`src/rtl/mskaes_round_sequencer_if.sv`:
```
// Handshake and control bundle between the masked AES round sequencer
// and its datapath/host; master is the sequencer side.
interface mskaes_round_sequencer_if;
  logic       in_valid;
  logic       in_ready;
  logic       out_valid;
  logic       out_ready;
  logic       load_init;
  logic       round_en;
  logic       last_round;
  logic       cleaning_on;
  logic       rnd_valid;
  logic [7:0] rcon;
  logic [3:0] round_idx;

  modport master (
    input  in_valid,
    input  out_ready,
    output in_ready,
    output out_valid,
    output load_init,
    output round_en,
    output last_round,
    output cleaning_on,
    output rnd_valid,
    output rcon,
    output round_idx
  );

  modport slave (
    output in_valid,
    output out_ready,
    input  in_ready,
    input  out_valid,
    input  load_init,
    input  round_en,
    input  last_round,
    input  cleaning_on,
    input  rnd_valid,
    input  rcon,
    input  round_idx
  );
endinterface

```
`src/rtl/mskaes_round_sequencer.sv`:
```
// Control sequencer for the iterative masked AES-128 round datapath.
// MSKAES_SEQ_CLEANING_EN adds a CLEAN flush state (also the reset state).
module mskaes_round_sequencer #(
  parameter int LATENCY = 6,
  parameter int NR      = 10,
  parameter int CNT_W   = 4
) (
  input  logic                     clk,
  input  logic                     rst_n,
  mskaes_round_sequencer_if.master bus
);

  typedef enum logic [1:0] {
    IDLE,
    RUN,
    DONE
`ifdef MSKAES_SEQ_CLEANING_EN
    , CLEAN
`endif
  } state_t;

  localparam logic [CNT_W-1:0] CNT_LAST = CNT_W'(LATENCY - 1);
  localparam logic [3:0]       IDX_LAST = 4'(NR);

`ifdef MSKAES_SEQ_CLEANING_EN
  localparam state_t RST_ST    = CLEAN;
  localparam logic   RST_READY = 1'b0;
  localparam logic   RST_RND   = 1'b1;
`else
  localparam state_t RST_ST    = IDLE;
  localparam logic   RST_READY = 1'b1;
  localparam logic   RST_RND   = 1'b0;
`endif

  state_t           st;
  state_t           st_n;
  logic [CNT_W-1:0] cnt;
  logic [CNT_W-1:0] cnt_n;
  logic [3:0]       idx;
  logic [3:0]       idx_n;
  logic [7:0]       rcon;
  logic [7:0]       rcon_n;

  logic in_ready_q;
  logic out_valid_q;
  logic round_en_q;
  logic last_q;
  logic rnd_q;
  logic rnd_n;
`ifdef MSKAES_SEQ_CLEANING_EN
  logic clean_q;
`endif

  function automatic logic [7:0] xtime(input logic [7:0] x);
    xtime = {x[6:0], 1'b0} ^ (x[7] ? 8'h1B : 8'h00);
  endfunction

  // Next-state, counter, round index and round constant
  always_comb begin
    st_n   = st;
    cnt_n  = cnt;
    idx_n  = idx;
    rcon_n = rcon;
    unique case (st)
      IDLE: begin
        if (bus.in_valid) begin
          st_n   = RUN;
          cnt_n  = '0;
          idx_n  = 4'd1;
          rcon_n = 8'h01;
        end
      end
      RUN: begin
        if (cnt == CNT_LAST) begin
          cnt_n = '0;
          if (idx == IDX_LAST) begin
            st_n   = DONE;
            idx_n  = 4'd0;
            rcon_n = 8'h00;
          end else begin
            idx_n  = idx + 4'd1;
            rcon_n = xtime(rcon);
          end
        end else begin
          cnt_n = cnt + CNT_W'(1);
        end
      end
      DONE: begin
        if (bus.out_ready) begin
`ifdef MSKAES_SEQ_CLEANING_EN
          st_n  = CLEAN;
          cnt_n = '0;
`else
          st_n  = IDLE;
`endif
        end
      end
`ifdef MSKAES_SEQ_CLEANING_EN
      CLEAN: begin
        if (cnt == CNT_LAST) begin
          st_n  = IDLE;
          cnt_n = '0;
        end else begin
          cnt_n = cnt + CNT_W'(1);
        end
      end
`endif
      default: begin
        st_n   = IDLE;
        cnt_n  = '0;
        idx_n  = 4'd0;
        rcon_n = 8'h00;
      end
    endcase
  end

  // Randomness is requested while rounds run and while flushing
  always_comb begin
    rnd_n = (st_n == RUN);
`ifdef MSKAES_SEQ_CLEANING_EN
    if (st_n == CLEAN) rnd_n = 1'b1;
`endif
  end

  // State registers and outputs registered from the next state
  always_ff @(posedge clk or negedge rst_n) begin
    if (!rst_n) begin
      st          <= RST_ST;
      cnt         <= '0;
      idx         <= 4'd0;
      rcon        <= 8'h00;
      in_ready_q  <= RST_READY;
      out_valid_q <= 1'b0;
      round_en_q  <= 1'b0;
      last_q      <= 1'b0;
      rnd_q       <= RST_RND;
`ifdef MSKAES_SEQ_CLEANING_EN
      clean_q     <= 1'b1;
`endif
    end else begin
      st          <= st_n;
      cnt         <= cnt_n;
      idx         <= idx_n;
      rcon        <= rcon_n;
      in_ready_q  <= (st_n == IDLE);
      out_valid_q <= (st_n == DONE);
      round_en_q  <= (st_n == RUN) && (cnt_n == CNT_LAST);
      last_q      <= (st_n == RUN) && (idx_n == IDX_LAST);
      rnd_q       <= rnd_n;
`ifdef MSKAES_SEQ_CLEANING_EN
      clean_q     <= (st_n == CLEAN);
`endif
    end
  end

  assign bus.in_ready   = in_ready_q;
  assign bus.out_valid  = out_valid_q;
  assign bus.load_init  = bus.in_valid & in_ready_q;
  assign bus.round_en   = round_en_q;
  assign bus.last_round = last_q;
  assign bus.rnd_valid  = rnd_q;
  assign bus.rcon       = rcon;
  assign bus.round_idx  = idx;
`ifdef MSKAES_SEQ_CLEANING_EN
  assign bus.cleaning_on = clean_q;
`else
  assign bus.cleaning_on = 1'b0;
`endif

endmodule

```
`src/flat_wrapper.sv`:
```
// flat-port wrapper written by rule: the top's interface ports become plain ports
module mskaes_round_sequencer_flat 
#(
  parameter int LATENCY = 6,
  parameter int NR      = 10,
  parameter int CNT_W   = 4
)
  (clk, rst_n, bus_in_valid, bus_out_ready, bus_in_ready, bus_out_valid, bus_load_init, bus_round_en, bus_last_round, bus_cleaning_on, bus_rnd_valid, bus_rcon, bus_round_idx);
  mskaes_round_sequencer_if bus_i ();
  input  logic clk;
  input  logic rst_n;
  input wire logic [$bits(bus_i.in_valid)-1:0] bus_in_valid;
  input wire logic [$bits(bus_i.out_ready)-1:0] bus_out_ready;
  output wire logic [$bits(bus_i.in_ready)-1:0] bus_in_ready;
  output wire logic [$bits(bus_i.out_valid)-1:0] bus_out_valid;
  output wire logic [$bits(bus_i.load_init)-1:0] bus_load_init;
  output wire logic [$bits(bus_i.round_en)-1:0] bus_round_en;
  output wire logic [$bits(bus_i.last_round)-1:0] bus_last_round;
  output wire logic [$bits(bus_i.cleaning_on)-1:0] bus_cleaning_on;
  output wire logic [$bits(bus_i.rnd_valid)-1:0] bus_rnd_valid;
  output wire logic [$bits(bus_i.rcon)-1:0] bus_rcon;
  output wire logic [$bits(bus_i.round_idx)-1:0] bus_round_idx;
  assign bus_i.in_valid = bus_in_valid;
  assign bus_i.out_ready = bus_out_ready;
  assign bus_in_ready = bus_i.in_ready;
  assign bus_out_valid = bus_i.out_valid;
  assign bus_load_init = bus_i.load_init;
  assign bus_round_en = bus_i.round_en;
  assign bus_last_round = bus_i.last_round;
  assign bus_cleaning_on = bus_i.cleaning_on;
  assign bus_rnd_valid = bus_i.rnd_valid;
  assign bus_rcon = bus_i.rcon;
  assign bus_round_idx = bus_i.round_idx;
  mskaes_round_sequencer #(.LATENCY(LATENCY), .NR(NR), .CNT_W(CNT_W)) u_core (.clk(clk), .rst_n(rst_n), .bus(bus_i));
endmodule
```
`config.mk`:
```
export PLATFORM = sky130hd
export DESIGN_NAME = mskaes_round_sequencer_flat
export DESIGN_NICKNAME = d
export VERILOG_FILES = /design/src/rtl/mskaes_round_sequencer_if.sv /design/src/rtl/mskaes_round_sequencer.sv /design/src/flat_wrapper.sv
export SDC_FILE = /design/constraint.sdc
export NUM_CORES = 1
export LEC_CHECK = 0
export CORE_MARGIN = 2
export CORE_UTILIZATION = 50
export CTS_CLUSTER_DIAMETER = 100
export DETAILED_ROUTE_END_ITERATION = 8
export PLACE_DENSITY = 0.77
export SLEW_MARGIN = 10
export SYNTH_ARGS = -nofsm -noshare
export SYNTH_HDL_FRONTEND = slang
export SYNTH_SLANG_ARGS = --single-unit
export TNS_END_PERCENT = 1
```
`constraint.sdc`:
```
create_clock -name clk -period 3.65 [get_ports clk]
set_input_delay 0.73 -clock clk [delete_from_list [all_inputs] [get_ports clk]]
set_output_delay 0.73 -clock clk [all_outputs]
set_load 0.005 [all_outputs]
```
==> results by group, run 1 <==
Status
  • Status: complete, no violations

Floorplanning
  • # rows: 17
  • Initial Util: 53.3%
  • Core box area: 0.00223 sq mm
  • Io pins: 23
  • Die W: 52.8 um
  • Die ar.: 0.00279 sq mm
  • Die Ht: 52.8 um

Timing
  • Relative slew slack: 31.5%
  • Hold WS: 523 ps
  • Achievable Freq: 389 MHz
  • Worst slew pin tran: 1020 ps
  • Tmin final: 2570 ps
  • Final period utilization: 70.4%
  • RSZ-0062 raised after global routing: false
  • Final WS setup: 1080 ps
  • Fin. Hold Viols: 0
  • # setup viols final: 0
  • Max-slew violation count: 0
  • Setup_tns: 0 ps
  • Clock Skew: 8.19 ps

Worst setup path
  • Worst Path Arrival: 1840 ps
  • Crit-path max FO: 3
  • CP required: 2920 ps
  • CP startpoint kind: input port
  • Worst r2r src: u_core.bus.round_idx[0]
  • Setup CP Type: input port to primary output
  • Crit path capture type: primary output
  • R2R Setup Slk: 1690 ps
  • Reg2Reg Depth: 6
  • Worst R2R End: u_core.bus.last_round

GRT
  • Number of global-route vias before repair: 898
  • GR Util All Layers: 20.4%
  • Largest net degree at the start of global routing: 24
  • Grt total ovfl: 0
  • First-pass GRT wire length: 4020 um
  • Antenna violations before repair: 0

Route
  • DR WL/cell: 14.3 um
  • Vias: 917
  • DRC Markers: 0
  • Routed wire length: 2370 um
  • 1st-iter DRT viols: 12
  • First-pass iteration count of the detailed router: 4
  • Final ANT Viol Nets: 0
  • Vias per cell: 5.52

Clock tree
  • PostCTS Resize Cnt: 0
  • Post CTS Setup Buffer Count: 0
  • CTS sink count: 23
  • CTS tree: yes
  • Clock latency on the worst-skew pair: 320 ps
  • Max Root-Sink Buffers: 2
  • Root buf cell: clkbuf_4
  • TritonCTS Buffers: 3
  • CTS H-tree depth: 1
  • # hold bufs at CTS: 0
  • Clock-pin slew on the worst setup and hold paths: 120 ps

Hold path
  • Worst Min Path Start: u_core.bus.rcon[4]
  • Hold/Removal Path Class: flop to flop
  • Worst Hold Depth: 2
  • Hold endpoint: u_core.bus.rcon[4]

Final layout
  • Diode count: 0
  • Non-Filler Instances: 166
  • Most frequent cells in the layout: dfrtp_1, clkdlybuf4s50_1, nand2_1
  • NumNets Final: 147
  • Area Overhead vs Synth: 19.8%
  • Commonest non-fill, non-tap cell in the layout: dfrtp_1
  • Layout cell share with drive strength beyond 1: 7.97%
  • Fillers: 203

Power and ir drop
  • Power per cell area: 680 mW/mm^2
  • Pint: 612 uW
  • Comb power frac: 42.5%
  • Overall power: 969 uW
  • Switching power share of the total: 36.9%
  • Pleak: 0.621 nW
  • Worst IR Drop VDD: 0.441 mV
  • Switch Pwr: 358 uW
  • Power share of the clock group: 12.6%
  • Reg power frac: 44.9%

Job
  • Max Cap Violations: 0

Synthesis
  • YS warnings: 0
  • Sequential element share of the synthesized area: 48.5%
  • Synth unique cells: 42
  • Post-synthesis async set-or-reset flop share: 100%
  • Top FF cell, synth: dfrtp_1
  • Mean post-synth cell area: 10.0 sq um
  • Synth Cell Area: 0.00119 sq mm
  • Syn nets: 127
  • Yosys reg bits: 23
  • Post-synth EDFFs: 0
  • Syn Inst Count: 119

Placed design
  • Placer Congestion: 0.818
  • Placed cells: 162
  • IO Port Bufs: 21
  • Dpl hpwl: 1670 um
  • DP Worst Slack: 1090 ps
synth_stat cells (all sizes together) (3+ instances only):
cell type	instances	area share [%]
a21oi	3	1.3
and3	3	1.6
buf	5	2.7
dfrtp	22	46
ha	4	4.2
inv	3	0.95
nand2	19	6.0
nand2b	5	2.8
nor2	4	1.5
o21ai	15	6.3
xor2	3	2.2
through the flow:
step           util [%]  cell area (sq um)
6_report           63.8               1430
5_1_grt            63.8               1430
4_1_cts            63.8               1430
3_5_place_dp       62.6               1400
3_3_place_gp       62.6               1400
2_1_floorplan         -               1190
power groups by stage:
stage	sequential [mW]	clock, mW	combinational, mW
after floorplan	0.423	0	0.250
after global placement	0.436	0	0.399
after detailed placement	0.442	0	0.414
after CTS	0.437	0.122	0.417
after global routing	0.452	0.135	0.468
final	0.435	0.122	0.412
cell families after synthesis:
family,count (synthesis),share of synthesized area [%]
buffers and inverters,9,4.00
other,1,0.315
xor gates and xnor gates,4,2.94
adders and majority gates,4,4.21
muxes,1,0.841
AOI/OAI and AO/OA,31,17.9
DFF,23,48.5
and+or+nand+nor,46,21.3
registers in the layout, summed over array words and instances (netlist names):
register and count:
u_core.bus.round_en 1, u_core.bus.rcon 8, u_core.st 2, u_core.bus.in_ready 1
u_core.bus.out_valid 1, u_core.bus.last_round 1, u_core.bus.rnd_valid 1, u_core.cnt 4
u_core.bus.round_idx 4
how the worst max path moves through the flow:
stage                             from                     to  cells past startpoint
6_report                  bus_in_valid          bus_load_init                      3
5_1_grt                   bus_in_valid          bus_load_init                      3
4_1_cts                   bus_in_valid          bus_load_init                      3
3_5_place_dp              bus_in_valid          bus_load_init                      3
3_3_place_gp              bus_in_valid          bus_load_init                      3
2_1_floorplan  u_core.bus.round_idx[0]  u_core.bus.last_round                      7
cell type report:
cell class / count / area [sq um] / area share, %
Clock buffer: 4 / 26.3 / 1.84
Inverter: 3 / 11.3 / 0.790
Multi-Input combinational cell: 87 / 566 / 39.7
Sequential cell: 23 / 577 / 40.5
Tap cell: 28 / 35.0 / 2.46
Timing Repair Buffer: 21 / 210 / 14.7
metal layers:
layer | part of all wire (%) | vias to the layer above | GRT usage (%) | routed length [um]
met5 | 0 | - | 0 | 0
met2 | 49 | 21 | 32.9 | 1150
li1 | - | 458 | - | -
met3 | 3.9 | 4 | 3.71 | 92
met1 | 45 | 434 | 25.9 | 1080
met4 | 2.1 | 0 | 10.3 | 50
critical path: stages:
cell and delay, ps:
clkdlybuf4s50_1 480, and2_1 130, clkdlybuf4s50_1 500
No activity file was read; power rests on OpenSTA's default activity.
==> run 2: changes to the inputs <==
==> constraint.sdc (replaced) <==
create_clock -name clk -period 2.6 [get_ports clk]
set_input_delay 0.52 -clock clk [delete_from_list [all_inputs] [get_ports clk]]
set_output_delay 0.52 -clock clk [all_outputs]
set_load 0.005 [all_outputs]
==> results by group, run 2 (synthesized netlist as in run 1, its figures left out) <==
Placed design
  • Placer Congestion: 0.867
  • Dpl hpwl: 1630 um
  • IO Port Bufs: 21
  • DP Worst Slack: 451 ps

Timing
  • # setup viols final: 0
  • Final period utilization: 82.4%
  • Tmin final: 2140 ps
  • Fin. Hold Viols: 0
  • RSZ-0062 raised after global routing: false
  • Setup_tns: 0 ps
  • Relative slew slack: 61.2%
  • Worst slew pin tran: 581 ps
  • Final WS setup: 457 ps
  • Clock Skew: 5.72 ps
  • Hold WS: 523 ps
  • Achievable Freq: 467 MHz
  • Max-slew violation count: 0

Clock tree
  • PostCTS Resize Cnt: 0
  • Post CTS Setup Buffer Count: 0
  • Root buf cell: clkbuf_4
  • Clock-pin slew on the worst setup and hold paths: 120 ps
  • CTS sink count: 23
  • # hold bufs at CTS: 0
  • TritonCTS Buffers: 3
  • CTS tree: yes
  • Clock latency on the worst-skew pair: 310 ps
  • Max Root-Sink Buffers: 2
  • CTS H-tree depth: 1

Hold path
  • Worst Min Path Start: u_core.bus.rcon[4]
  • Hold/Removal Path Class: flop to flop
  • Worst Hold Depth: 2
  • Hold endpoint: u_core.bus.rcon[4]

Job
  • Max Cap Violations: 0

Final layout
  • Most frequent cells in the layout: dfrtp_1, clkdlybuf4s50_1, nand2_1
  • Commonest non-fill, non-tap cell in the layout: dfrtp_1
  • Layout cell share with drive strength beyond 1: 8.63%
  • Register with the most flip-flops: u_core.bus.rcon
  • Post-route core utilization: 64.1%
  • Diode count: 0
  • Max FFs per register: 8
  • Area Overhead vs Synth: 20.4%
  • NumNets Final: 148

Worst setup path
  • Worst r2r src: u_core.bus.round_idx[0]
  • Setup CP Type: input port to primary output
  • Crit path capture type: primary output
  • R2R Setup Slk: 670 ps
  • CP top delay family: buffers and inverters
  • Crit-path max FO: 3
  • Most common cell on crit path: clkdlybuf4s50_1
  • CP peak stage delay: 500 ps
  • Worst path slowest cell: clkdlybuf4s50_1
  • CP required: 2080 ps
  • Bufs and invs on worst path: 2
  • Worst R2R End: u_core.bus.last_round
  • Reg2Reg Depth: 6
  • Worst Path Arrival: 1620 ps
  • CP startpoint kind: input port
  • Critical-path cell list: clkdlybuf4s50_1 > and2_1 > clkdlybuf4s50_1

Floorplanning
  • Initial Util: 53.3%
  • # rows: 17
  • Die ar.: 0.00279 sq mm
  • Io pins: 23
  • Die Ht: 52.8 um
  • Core box area: 0.00223 sq mm
  • Die W: 52.8 um

GRT
  • Number of global-route vias before repair: 866
  • First-pass GRT wire length: 3880 um
  • Largest net degree at the start of global routing: 24
  • Grt total ovfl: 0
  • GR Util All Layers: 19.0%
  • Antenna violations before repair: 0

Power and ir drop
  • Pleak: 0.625 nW
  • Power per cell area: 944 mW/mm^2
  • Worst IR Drop VDD: 0.628 mV
  • Overall power: 1.35 mW

Route
  • Final ANT Viol Nets: 0
  • First-pass iteration count of the detailed router: 4
  • DR WL/cell: 13.6 um
  • Vias: 946
  • Routed wire length: 2280 um
  • DRC Markers: 0
  • Vias per cell: 5.66
  • 1st-iter DRT viols: 11

Status
  • Status: complete, no violations
[run 2: cell count changes in the layout (fill, tap and decap cells not counted)]
| cell | before | now |
|---|---|---|
| buf_4 | 0 | 1 |
[run 2: routing by layer]
layer | vias to the layer above | routed length, um | track usage (%)
li1 | 459 | - | -
met1 | 461 | 1100 | 25.9
met2 | 24 | 1050 | 29.6
met5 | - | 0 | 0
met4 | 0 | 16 | 7.69
met3 | 2 | 105 | 3.71
[run 2: worst max-delay path by stage]
stage,end,slack (ps),startpoint,depth (start not counted)
floorplan,u_core.bus.last_round,890,u_core.bus.round_idx[0],7
global placement,bus_load_init,460,bus_in_valid,3
detailed placement,bus_load_init,450,bus_in_valid,3
CTS,bus_load_init,450,bus_in_valid,3
global route,bus_load_init,410,bus_in_valid,3
finish,bus_load_init,460,bus_in_valid,3
[run 2: worst register-to-register path, cell delays in order, from the launching register on]
cell and delay [ps]:
dfrtp_1 470, inv_1 100, ha_1 230, and3b_1 280, nor4_1 470, a2111oi_2 100, nor4b_2 180
[run 2: layout make-up]
class	count	area, sq um
timing repair buffer	22	218
clock buffer	4	26.3
multi-input combinational	87	566
fill	200	801
tap	28	35.0
sequential	23	577
inverter	3	11.3
[run 2: metrics by stage]
step / cell area [sq um] / cells
after floorplan: 1190 / 119
after global placement: 1410 / 163
after detailed placement: 1410 / 163
after CTS: 1430 / 167
after global routing: 1430 / 167
final: 1430 / 167
[run 2: where the power goes]
group	internal [mW]	switching, mW	total [mW]
Clock	0.0598	0.101	0.161
Combinational	0.322	0.253	0.575
Sequential	0.476	0.141	0.617
Total	0.858	0.494	1.35
==> run 3: changes to the inputs <==
==> constraint.sdc (replaced) <==
create_clock -name clk -period 2.2 [get_ports clk]
set_input_delay 0.44 -clock clk [delete_from_list [all_inputs] [get_ports clk]]
set_output_delay 0.44 -clock clk [all_outputs]
set_load 0.005 [all_outputs]
==> results by group, run 3 (synthesized netlist as in run 1, its figures left out) <==
Final layout
  • Most frequent cells in the layout: dfrtp_1, clkdlybuf4s50_1, nand2_1
  • Register with the most flip-flops: u_core.bus.rcon
  • Commonest non-fill, non-tap cell in the layout: dfrtp_1
  • Fin area: 0.00144 sq mm
  • Max FFs per register: 8
  • Diode count: 0
  • Layout cell share with drive strength beyond 1: 9.29%
  • Area Overhead vs Synth: 21.0%
  • NumNets Final: 149

Clock tree
  • Clock-pin slew on the worst setup and hold paths: 120 ps
  • CTS tree: yes
  • # hold bufs at CTS: 0
  • Post CTS Setup Buffer Count: 0
  • CTS sink count: 23
  • PostCTS Resize Cnt: 0
  • TritonCTS Buffers: 3
  • Clock latency on the worst-skew pair: 300 ps
  • Max Root-Sink Buffers: 2
  • Root buf cell: clkbuf_4
  • CTS H-tree depth: 1

Power and ir drop
  • Pint: 1.02 mW
  • Switch Pwr: 568 uW
  • Pleak: 0.630 nW
  • Power share of the clock group: 11.9%
  • Switching power share of the total: 35.8%
  • Power per cell area: 1100 mW/mm^2
  • Comb power frac: 42.8%
  • Overall power: 1.58 mW
  • Reg power frac: 45.4%
  • Worst IR Drop VDD: 0.599 mV

GRT
  • GR Util All Layers: 19.7%
  • Grt total ovfl: 0
  • Antenna violations before repair: 0
  • First-pass GRT wire length: 4040 um
  • Largest net degree at the start of global routing: 24
  • Number of global-route vias before repair: 919

Route
  • Vias: 898
  • First-pass iteration count of the detailed router: 4
  • 1st-iter DRT viols: 8
  • DRC Markers: 0
  • Routed wire length: 2210 um
  • DR WL/cell: 13.2 um
  • Final ANT Viol Nets: 0
  • Vias per cell: 5.35

Worst setup path
  • Worst r2r src: u_core.bus.round_idx[0]
  • Reg2Reg Depth: 6
  • R2R Setup Slk: 330 ps
  • Crit-path max FO: 3
  • CP required: 1760 ps
  • Crit path capture type: primary output
  • Setup CP Type: input port to primary output
  • CP startpoint kind: input port
  • Worst Path Arrival: 1540 ps
  • Worst R2R End: u_core.bus.last_round

Job
  • Max Cap Violations: 0

Floorplanning
  • # rows: 17
  • Die W: 52.8 um
  • Io pins: 23
  • Initial Util: 53.3%
  • Die Ht: 52.8 um
  • Core box area: 0.00223 sq mm
  • Die ar.: 0.00279 sq mm

Timing
  • Achievable Freq: 506 MHz
  • RSZ-0062 raised after global routing: false
  • # setup viols final: 0
  • Setup_tns: 0 ps
  • Clock Skew: 6.09 ps
  • Max-slew violation count: 0
  • Tmin final: 1980 ps
  • Fin. Hold Viols: 0
  • Final period utilization: 89.9%

Placed design
  • IO Port Bufs: 21
  • Dpl hpwl: 1610 um
  • DP Area: 0.00141 sq mm
  • Placer Congestion: 0.864

Status
  • Status: complete, no violations

Hold path
  • Hold/Removal Path Class: input port to asynchronous set/reset pin
## run 3: cell types whose count changed in the layout (fill, tap and decap cells not counted)
cell   previous run  this run
buf_4             1         2
## run 3: through the flow
stage	util (%)	hold slack (ps)	setup WS (ps)	instances
floorplan	-	144	493	119
global placement	63.3	486	222	164
detailed placement	63.3	500	192	164
CTS	64.5	473	214	168
global route	64.5	506	166	168
finish	64.5	467	223	168
## run 3: worst max path at each step
stage	startpoint	endpoint	slack (ps)	depth (start not counted)
floorplan	u_core.bus.round_idx[0]	u_core.bus.last_round	490	7
global placement	bus_in_valid	bus_load_init	220	3
detailed placement	bus_in_valid	u_core.bus.last_round	190	5
CTS	bus_in_valid	bus_load_init	210	3
global route	u_core.bus.round_idx[0]	u_core.bus.last_round	170	6
finish	bus_in_valid	bus_load_init	220	3
## run 3: critical path, stage by stage
cell	delay [ps]
clkdlybuf4s50_1	480
and2_1	120
clkdlybuf4s50_1	490
## run 3: per-layer routing
layer	part of all wire, %	global-route usage, %	vias up	wire [um]
li1	-	-	463	-
met2	47	30.2	20	1050
met5	0	0	-	0
met1	49	28.0	413	1070
met3	3.6	3.43	2	79
met4	0.50	6.41	0	11
## run 3: area by class of cell
cell class | count | area [sq um]
clock buffer | 4 | 26.3
fill | 204 | 793
inverter | 3 | 11.3
multi-input combinational | 87 | 566
sequential | 23 | 577
tap | 28 | 35.0
timing repair buffer | 23 | 225
## run 3: power groups by stage
stage / Sequential, mW / Combinational [mW] / Clock, mW
2_1_floorplan: 0.701 / 0.414 / 0
3_3_place_gp: 0.724 / 0.668 / 0
3_5_place_dp: 0.730 / 0.687 / 0
4_1_cts: 0.718 / 0.690 / 0.197
5_1_grt: 0.746 / 0.777 / 0.219
6_report: 0.718 / 0.678 / 0.188
